===== config.mk =====
export PLATFORM = sky130hd
export DESIGN_NAME = serial_alu
export DESIGN_NICKNAME = d
export VERILOG_FILES = /design/src/rtl/serial_alu.sv
export SDC_FILE = /design/constraint.sdc
export NUM_CORES = 1
export LEC_CHECK = 0
export CAP_MARGIN = 20
export CORE_MARGIN = 5
export CORE_UTILIZATION = 45
export DETAILED_ROUTE_END_ITERATION = 8
export PLACE_DENSITY = 0.71
export SETUP_SLACK_MARGIN = 0.3
export SYNTH_ARGS = -nofsm -noshare
export SYNTH_HDL_FRONTEND = slang
export SYNTH_SLANG_ARGS = --single-unit

===== constraint.sdc =====
create_clock -name clk -period 8.3 [get_ports clk]
set_input_delay 1.66 -clock clk [delete_from_list [all_inputs] [get_ports clk]]
set_output_delay 1.66 -clock clk [all_outputs]
set_load 0.03 [all_outputs]

===== src/rtl/serial_alu.sv =====
// Slice-serial AND/OR/ADD/SUB/SLT: SLICE bits per cycle, LSB first, registered carry between slices.
// Define SERIAL_ALU_FLAGS_EN to compute zero/overflow/c_out; otherwise those outputs are tied to 0.
module serial_alu #(
  parameter int WIDTH = 32,
  parameter int SLICE = 4
) (
  input  logic             clk,
  input  logic             reset_n,
  input  logic             start,
  input  logic [2:0]       alu_op,
  input  logic [WIDTH-1:0] a,
  input  logic [WIDTH-1:0] b,
  output logic             busy,
  output logic             done,
  output logic [WIDTH-1:0] result,
  output logic             zero,
  output logic             overflow,
  output logic             c_out
);

  localparam int STEPS = WIDTH / SLICE;
  localparam int CW    = (STEPS > 1) ? $clog2(STEPS) : 1;

  typedef enum logic [1:0] {IDLE, RUN, DONE} state_t;

  state_t           state_reg, state_next;
  logic [CW-1:0]    cnt_reg;
  logic [WIDTH-1:0] a_reg, b_reg, result_reg;
  logic [2:0]       op_reg;
  logic             carry_reg;
  logic             accept, last;

  logic [SLICE-1:0] sa, sb, sbx, sum_bits, slice_res;
  logic [SLICE:0]   chain;
  logic             is_arith, is_slt, is_or, ovf_int, slt_bit;

  assign last = (cnt_reg == CW'(STEPS - 1));

  always_ff @(posedge clk or negedge reset_n) begin
    if (!reset_n) state_reg <= IDLE;
    else          state_reg <= state_next;
  end

  always_comb begin
    state_next = state_reg;
    accept     = 1'b0;
    case (state_reg)
      IDLE: if (start) begin
        accept     = 1'b1;
        state_next = RUN;
      end
      RUN:  if (last) state_next = DONE;
      DONE: begin
        accept     = start;
        state_next = start ? RUN : IDLE;
      end
      default: state_next = IDLE;
    endcase
  end

  assign busy   = (state_reg == RUN);
  assign done   = (state_reg == DONE);
  assign result = result_reg;

  // Current slice of the captured operands
  assign sa  = a_reg[cnt_reg*SLICE +: SLICE];
  assign sb  = b_reg[cnt_reg*SLICE +: SLICE];
  assign sbx = op_reg[2] ? ~sb : sb;

  assign is_arith = (op_reg == 3'b010) || (op_reg == 3'b110) || (op_reg == 3'b111);
  assign is_slt   = (op_reg == 3'b111);
  assign is_or    = (op_reg == 3'b001);

  assign chain[0] = carry_reg;
  generate
    for (genvar gi = 0; gi < SLICE; gi++) begin : g_ripple
      assign sum_bits[gi]  = sa[gi] ^ sbx[gi] ^ chain[gi];
      assign chain[gi+1]   = (sa[gi] & sbx[gi]) | (sa[gi] & chain[gi]) | (sbx[gi] & chain[gi]);
    end
  endgenerate

  assign slice_res = is_or ? (sa | sb) : (is_arith ? sum_bits : (sa & sb));
  // Signed overflow needs the carry into the MSB, which lives inside the last slice
  assign ovf_int   = chain[SLICE-1] ^ chain[SLICE];
  assign slt_bit   = sum_bits[SLICE-1] ^ ovf_int;

  always_ff @(posedge clk or negedge reset_n) begin
    if (!reset_n) begin
      a_reg      <= '0;
      b_reg      <= '0;
      op_reg     <= '0;
      carry_reg  <= 1'b0;
      cnt_reg    <= '0;
      result_reg <= '0;
    end else if (accept) begin
      a_reg      <= a;
      b_reg      <= b;
      op_reg     <= alu_op;
      carry_reg  <= alu_op[2];
      cnt_reg    <= '0;
      result_reg <= '0;
    end else if (state_reg == RUN) begin
      carry_reg <= chain[SLICE];
      cnt_reg   <= cnt_reg + CW'(1);
      if (last && is_slt)
        result_reg <= WIDTH'(slt_bit);
      else
        result_reg[cnt_reg*SLICE +: SLICE] <= slice_res;
    end
  end

`ifdef SERIAL_ALU_FLAGS_EN
  logic is_addsub;
  logic zacc_reg, zero_reg, ovf_reg, cout_reg;

  assign is_addsub = (op_reg == 3'b010) || (op_reg == 3'b110);

  always_ff @(posedge clk or negedge reset_n) begin
    if (!reset_n) begin
      zacc_reg <= 1'b0;
      zero_reg <= 1'b0;
      ovf_reg  <= 1'b0;
      cout_reg <= 1'b0;
    end else if (accept) begin
      zacc_reg <= 1'b1;
      zero_reg <= 1'b0;
      ovf_reg  <= 1'b0;
      cout_reg <= 1'b0;
    end else if (state_reg == RUN) begin
      zacc_reg <= zacc_reg & (slice_res == '0);
      if (last) begin
        zero_reg <= is_slt ? ~slt_bit : (zacc_reg & (slice_res == '0));
        ovf_reg  <= is_addsub & ovf_int;
        cout_reg <= is_addsub & chain[SLICE];
      end
    end
  end

  assign zero     = zero_reg;
  assign overflow = ovf_reg;
  assign c_out    = cout_reg;
`else
  assign zero     = 1'b0;
  assign overflow = 1'b0;
  assign c_out    = 1'b0;
`endif

endmodule


# --- After elaboration in Yosys (flattened, before gate mapping) ---
# Cells that the tools add are included.
op_classes:
  n_addsub: 2
  n_eq_ne: 9
  n_shift: 4
  mux: 17
  bitwise_logic: 33
  reduce_logical: 6
ops:
  columns: ["op", "count"]
  rows:
  - ["32-bit 2-to-1 mux", 3]
  - ["32-bit by 6-bit indexed part select with 4-bit output", 2]
  - ["5-bit negator with 34-bit output", 1]
  - ["4-bit by 34-bit variable shift with 32-bit output (first input constant)", 1]
  - ["4-bit by 34-bit indexed part select with 32-bit output", 1]
  - ["32-bit bitwise mux", 1]
  - ["1-bit AND", 12]
  - ["4-bit 2-to-1 mux", 3]
  - ["1-bit XOR", 10]
  - ["3-bit equality test (second input constant)", 3]
  - ["1-bit OR", 8]
  - ["3-bit 2-to-1 mux", 2]
  - ["2-bit one-hot mux with 3 select lines", 1]
  - ["4-bit AND", 1]
  - ["1-bit 2-to-1 mux", 4]
  - ["2-bit 2-to-1 mux", 2]
  - ["4-bit NOT", 1]
  - ["4-bit OR", 1]
  - ["3-bit by 1-bit adder with 3-bit output (second input constant)", 1]
  - ["3-bit by 1-bit equality test with 1-bit output (second input constant)", 1]
  - ["3-bit by 2-bit equality test with 1-bit output (second input constant)", 1]
  - ["2-bit by 1-bit equality test with 1-bit output (second input constant)", 1]
  - ["2-bit equality test (second input constant)", 1]
  - ["2-bit logical NOT", 1]
  - ["other kinds (7)", 8]
totals:
  register_bits: 105
  inputBits: 70

# --- Longest topological paths before layout ---
depth:
  ltp_word: 20
  ltp_mapped: 15

# --- Worst setup path before layout ---
# OpenSTA, ideal clock, no wires.
synth_timing:
  kind: "flip-flop to flip-flop"
  startpoint: "register cnt_reg[0]"
  endpoint: "register result_reg[27], in the netlist result[27]"
  arrival_ps: 3778
  required_ps: 8234
  slack_ps: 4456
  path_stages_with_launch: 16
  path_buffers: 2
  cell_sequence: "dfrtp_1 buf_6 buf_12 mux4_2 mux2i_1 xor2_1 fa_1 fa_1 inv_1 fa_1 inv_1 fa_1 or3_1 o31ai_1 a22o_1 a31o_1"
synth_via:
  elab_chain_len: 20
  elab_cells_between_ends: 40
  classes_between: "add/sub (1); eq/ne (1); shift (4); mux (7); bitwise (26); reduce/logical (1)"
synth_rtl:
  columns: ["element", "line_no", "text"]
  rows:
  - ["start, declared", "27", "logic [CW-1:0] cnt_reg;"]
  - ["start signal, assigned", "104", "cnt_reg <= cnt_reg + CW'(1);"]
  - ["32-bit by 6-bit indexed part select with 4-bit output", "67", "assign sb = b_reg[cnt_reg*SLICE +: SLICE];"]
  - ["4-bit NOT", "68", "assign sbx = op_reg[2] ? ~sb : sb;"]
  - ["4-bit 2-to-1 mux", "68", null]
  - ["1-bit AND", "78", "assign chain[gi+1] = (sa[gi] & sbx[gi]) | (sa[gi] & chain[gi]) | (sbx[gi] & chain[gi]);"]
  - ["1-bit OR (2 in series)", "78", null]
  - ["1-bit AND", "78", null]
  - ["1-bit OR (2 in series)", "78", null]
  - ["1-bit AND", "78", null]
  - ["1-bit OR (2 in series)", "78", null]
  - ["1-bit XOR", "77", "assign sum_bits[gi] = sa[gi] ^ sbx[gi] ^ chain[gi];"]
  - ["4-bit 2-to-1 mux (2 in series)", "82", "assign slice_res = is_or ? (sa | sb) : (is_arith ? sum_bits : (sa & sb));"]
  - ["4-bit by 34-bit indexed part select with 32-bit output", "108", "result_reg[cnt_reg*SLICE +: SLICE] <= slice_res;"]
  - ["32-bit bitwise mux", "108", null]
  - ["32-bit 2-to-1 mux *", "105", "if (last && is_slt)"]
  - ["32-bit 2-to-1 mux *", "102", "end else if (state_reg == RUN) begin"]
  - ["32-bit 2-to-1 mux *", "95", "end else if (accept) begin"]
  - ["end signal, assigned", "106", "result_reg <= WIDTH'(slt_bit);"]
  - ["end signal, assigned by index", "108", null]
  - ["end, declared", "28", "logic [WIDTH-1:0] a_reg, b_reg, result_reg;"]
# Every way passes the cells marked *; elsewhere a longest branch is shown, timed or not. The select of a mux whose other input is x is not followed.
# A chain may end at the register's enable or synchronous reset.

# --- Final worst setup path ---
# Ends and elaborated chain as after synthesis.

==> impl_metrics.env <==
export IMPL_ys_seq_elements=105
export IMPL_reg2reg_setup_slack_ns=3.89
export IMPL_final_nets=717
export IMPL_port_buffers=103
export IMPL_fmax_mhz=226.5
export IMPL_diodes=0
export IMPL_chipWidth_um=117.9
export IMPL_num_vias=4179
export IMPL_tritoncts="built"
export IMPL_final_area_um2=6623
export IMPL_crit_fanout=17
export IMPL_grt_remaining_overflow=0
export IMPL_critical_path_launch_point_type="flip-flop"
export IMPL_async_s_r_ff_share_synth_pct=100.0
export IMPL_ant_nets=0
export IMPL_syn_inst=546
export IMPL_netlist_area_before_placement_um2=5236
export IMPL_timing_critical_path_depth=13
export IMPL_worstSkewPairLatency_ns=0.35
export IMPL_final_min_clock_period_ns=4.414
export IMPL_h_tree_depth=3
export IMPL_row_count=39
export IMPL_drc=0
export IMPL_slowest_cell_on_crit_path="dfrtp_1"
export IMPL_timing_critical_path_to="result[27]"
export IMPL_cts_made_buffers=9
export IMPL_p_per_area_nw_per_um2=427.0
export IMPL_worstPathArrival_ns=4.71
export IMPL_setup_repair_after_global_routing_missed_its_margin="false"
export IMPL_cts_num_sinks=105
export IMPL_postCtsSetupRepairBufs=0
export IMPL_synth_edff_count=0
export IMPL_regToRegEndpoint="result[27]"
export IMPL_routed_wirelength_um=12860
export IMPL_detail_route_vias_per_cell=5.337
export IMPL_dpl_instance_area_um2=6337
export IMPL_r2r_worst_path_cells=13
export IMPL_cts_hold_repair_buffers=0
export IMPL_synth_top_cell_by_area="dfrtp_1"
export IMPL_hold_start="b_reg[17]"
export IMPL_yosysSeqAreaShare_pct=50.18
export IMPL_criticalPathCategory="reg -> reg"
export IMPL_global_route_wire_length_before_repair_um=21720
export IMPL_slew_headroom_pct=26.49
export IMPL_grtUsageTotal_pct=18.78
export IMPL_initial_utilization_pct=45.86
export IMPL_yosys_top_cells_area="dfrtp_1 50%, nand2_1 16%, mux4_2 6.5%"
export IMPL_final_common_cell="nand2_1"
export IMPL_wl_per_cell_um=16.43
export IMPL_cts_root_buf="clkbuf_16"
export IMPL_reg2reg_from="cnt_reg[0]"
export IMPL_timing_hold_worst_path_depth=2
export IMPL_die_h_um=117.9
export IMPL_worst_hold_slack_ns=0.4756
export IMPL_maxCapViolations=0
export IMPL_place_hpwl_um=9747
export IMPL_hold_viol=0
export IMPL_initial_drc_count=374
export IMPL_design_die_area_um2=13890
export IMPL_syn_to_final_growth_pct=26.48
export IMPL_timing_critical_path_slowest_cell_delay_ns=0.67
export IMPL_timing_final_crit_share_pct=53.18
export IMPL_synth_top_cell_area_share_pct=50.18
export IMPL_finalMaxSlewViolations=0
export IMPL_io_pins=107
export IMPL_worst_ir_drop_vdd_v=0.0002202
export IMPL_timing_critical_path_required_ns=8.59
export IMPL_synth_flop_cell="dfrtp_1"
export IMPL_power_leakage_nw=3.088
export IMPL_cts_resized_gates=0
export IMPL_hold_path_class="reg -> reg"
export IMPL_layout_common_cells="220 x nand2_1, 105 x dfrtp_1, 102 x clkdlybuf4s50_1"
export IMPL_tightestPinTransition_ns=1.093
export IMPL_clkSlewWorstSetupHoldPaths_ns=0.08
export IMPL_worst_setup_path_startpoint="cnt_reg[0]"
export IMPL_share_of_cells_above_drive_strength_1_pct=7.031
export IMPL_buffer_and_inverter_count_on_the_worst_path=3
export IMPL_library_cell_appearing_most_often_on_the_critical_path="fa_1"
export IMPL_grt_antenna_before_repair=0
export IMPL_clock_tree_buffer_depth=2
export IMPL_end_kind="flip-flop"
export IMPL_grt_max_degree=73
export IMPL_core_region_area_um2=11420
export IMPL_gp_congestion=0.9016
export IMPL_synthDistinctLibCells=50
export IMPL_outcome="finished, final reports clean"
export IMPL_via_count_of_the_first_global_routing_pass=4346
export IMPL_synth_area_per_cell_um2=9.590
export IMPL_synthesis_yosys_warnings=0
export IMPL_tns_ns=0
export IMPL_drt_pass1_iterations=5
export IMPL_path_cells="buf_4, mux4_2, mux2i_1, fa_1, fa_1, inv_1, fa_1, inv_1, fa_1, or3_1, o31ai_1, a22o_1, a31o_1"
export IMPL_fin_worst_skew_ns=0.008126
export IMPL_path_delay_family="adder cells"
export IMPL_setup_violations=0
[routing by layer]
metal	GRT usage, %	vias to the layer above	part of all wire (%)
li1	-	2027	-
met1	27.90	1978	48
met2	27.83	159	44
met3	3.844	15	6.6
met4	5.663	0	1.4
met5	0	-	0
[worst register-to-register path, cell delays in order, from the launching register on]
cell and delay (ns):
dfrtp_1 0.67, buf_4 0.36, mux4_2 0.53, mux2i_1 0.41, fa_1 0.29, fa_1 0.19, inv_1 0.06, fa_1 0.36
inv_1 0.12, fa_1 0.41, or3_1 0.39, o31ai_1 0.24, a22o_1 0.24, a31o_1 0.09
[worst min path at each step]
stage | endpoint | slack, ns
4_1_cts | b_reg[19] | 0.48
5_1_grt | b_reg[23] | 0.49
2_1_floorplan | a_reg[13] | 0.44
6_report | b_reg[17] | 0.48
3_5_place_dp | b_reg[19] | 0.46
3_3_place_gp | a_reg[11] | 0.46
[synthesized netlist by cell type, types with 3 or more instances]
cell type,instances
o21ai_0,21
nand2_1,220
ha_1,7
nor3_1,6
and3_1,6
dfrtp_1,105
inv_1,9
inv_2,3
maj3_1,3
fa_1,5
or3_1,8
mux2i_1,7
buf_4,3
o31ai_1,3
nand2b_1,6
mux4_2,15
nor3b_1,4
nor2b_1,11
nor2_1,12
o21ai_1,4
clkbuf_1,20
a22oi_1,11
a221o_1,17
buf_1,4
nand3_1,6
[layout make-up]
class                           instances  area (um2)
Fill cell                             987        4796
Tap cell                              143       178.9
Timing Repair Buffer                  107        1059
Inverter                               13       48.80
Multi-Input combinational cell        399        2424
Clock buffer                            9       225.2
Sequential cell                       105        2628
Clock inverter                          7       60.06
[stage by stage]
stage / total power, mW / setup WS, ns / cells / util (%)
floorplan: 1.931 / 4.456 / 548 / -
global placement: 2.364 / 4.038 / 767 / 55.50
detailed placement: 2.425 / 3.855 / 767 / 55.50
CTS: 2.834 / 3.813 / 783 / 58.00
global route: 3.039 / 3.585 / 783 / 58.00
finish: 2.828 / 3.886 / 783 / 58.00
[cells by family (layout without fill, tap and decap cells)]
logic type | after synthesis | after routing | share of synthesized area, %
buf+inv | 44 | 136 | 3.871
other cells | 1 | 3 | 0.07162
xor+xnor | 4 | 4 | 0.6692
flops | 105 | 105 | 50.18
mux | 25 | 25 | 8.769
fa+ha+maj | 16 | 16 | 4.373
simple gates | 285 | 285 | 22.92
compound gates | 66 | 66 | 9.152
[report_power, final]
part	switching, mW	internal (mW)	total [mW]	leakage [nW]
logic	0.885	0.600	1.48	1.60
registers	0.189	0.743	0.932	1.35
clock network	0.202	0.209	0.411	0.136
(Power assumes the default switching activity.)
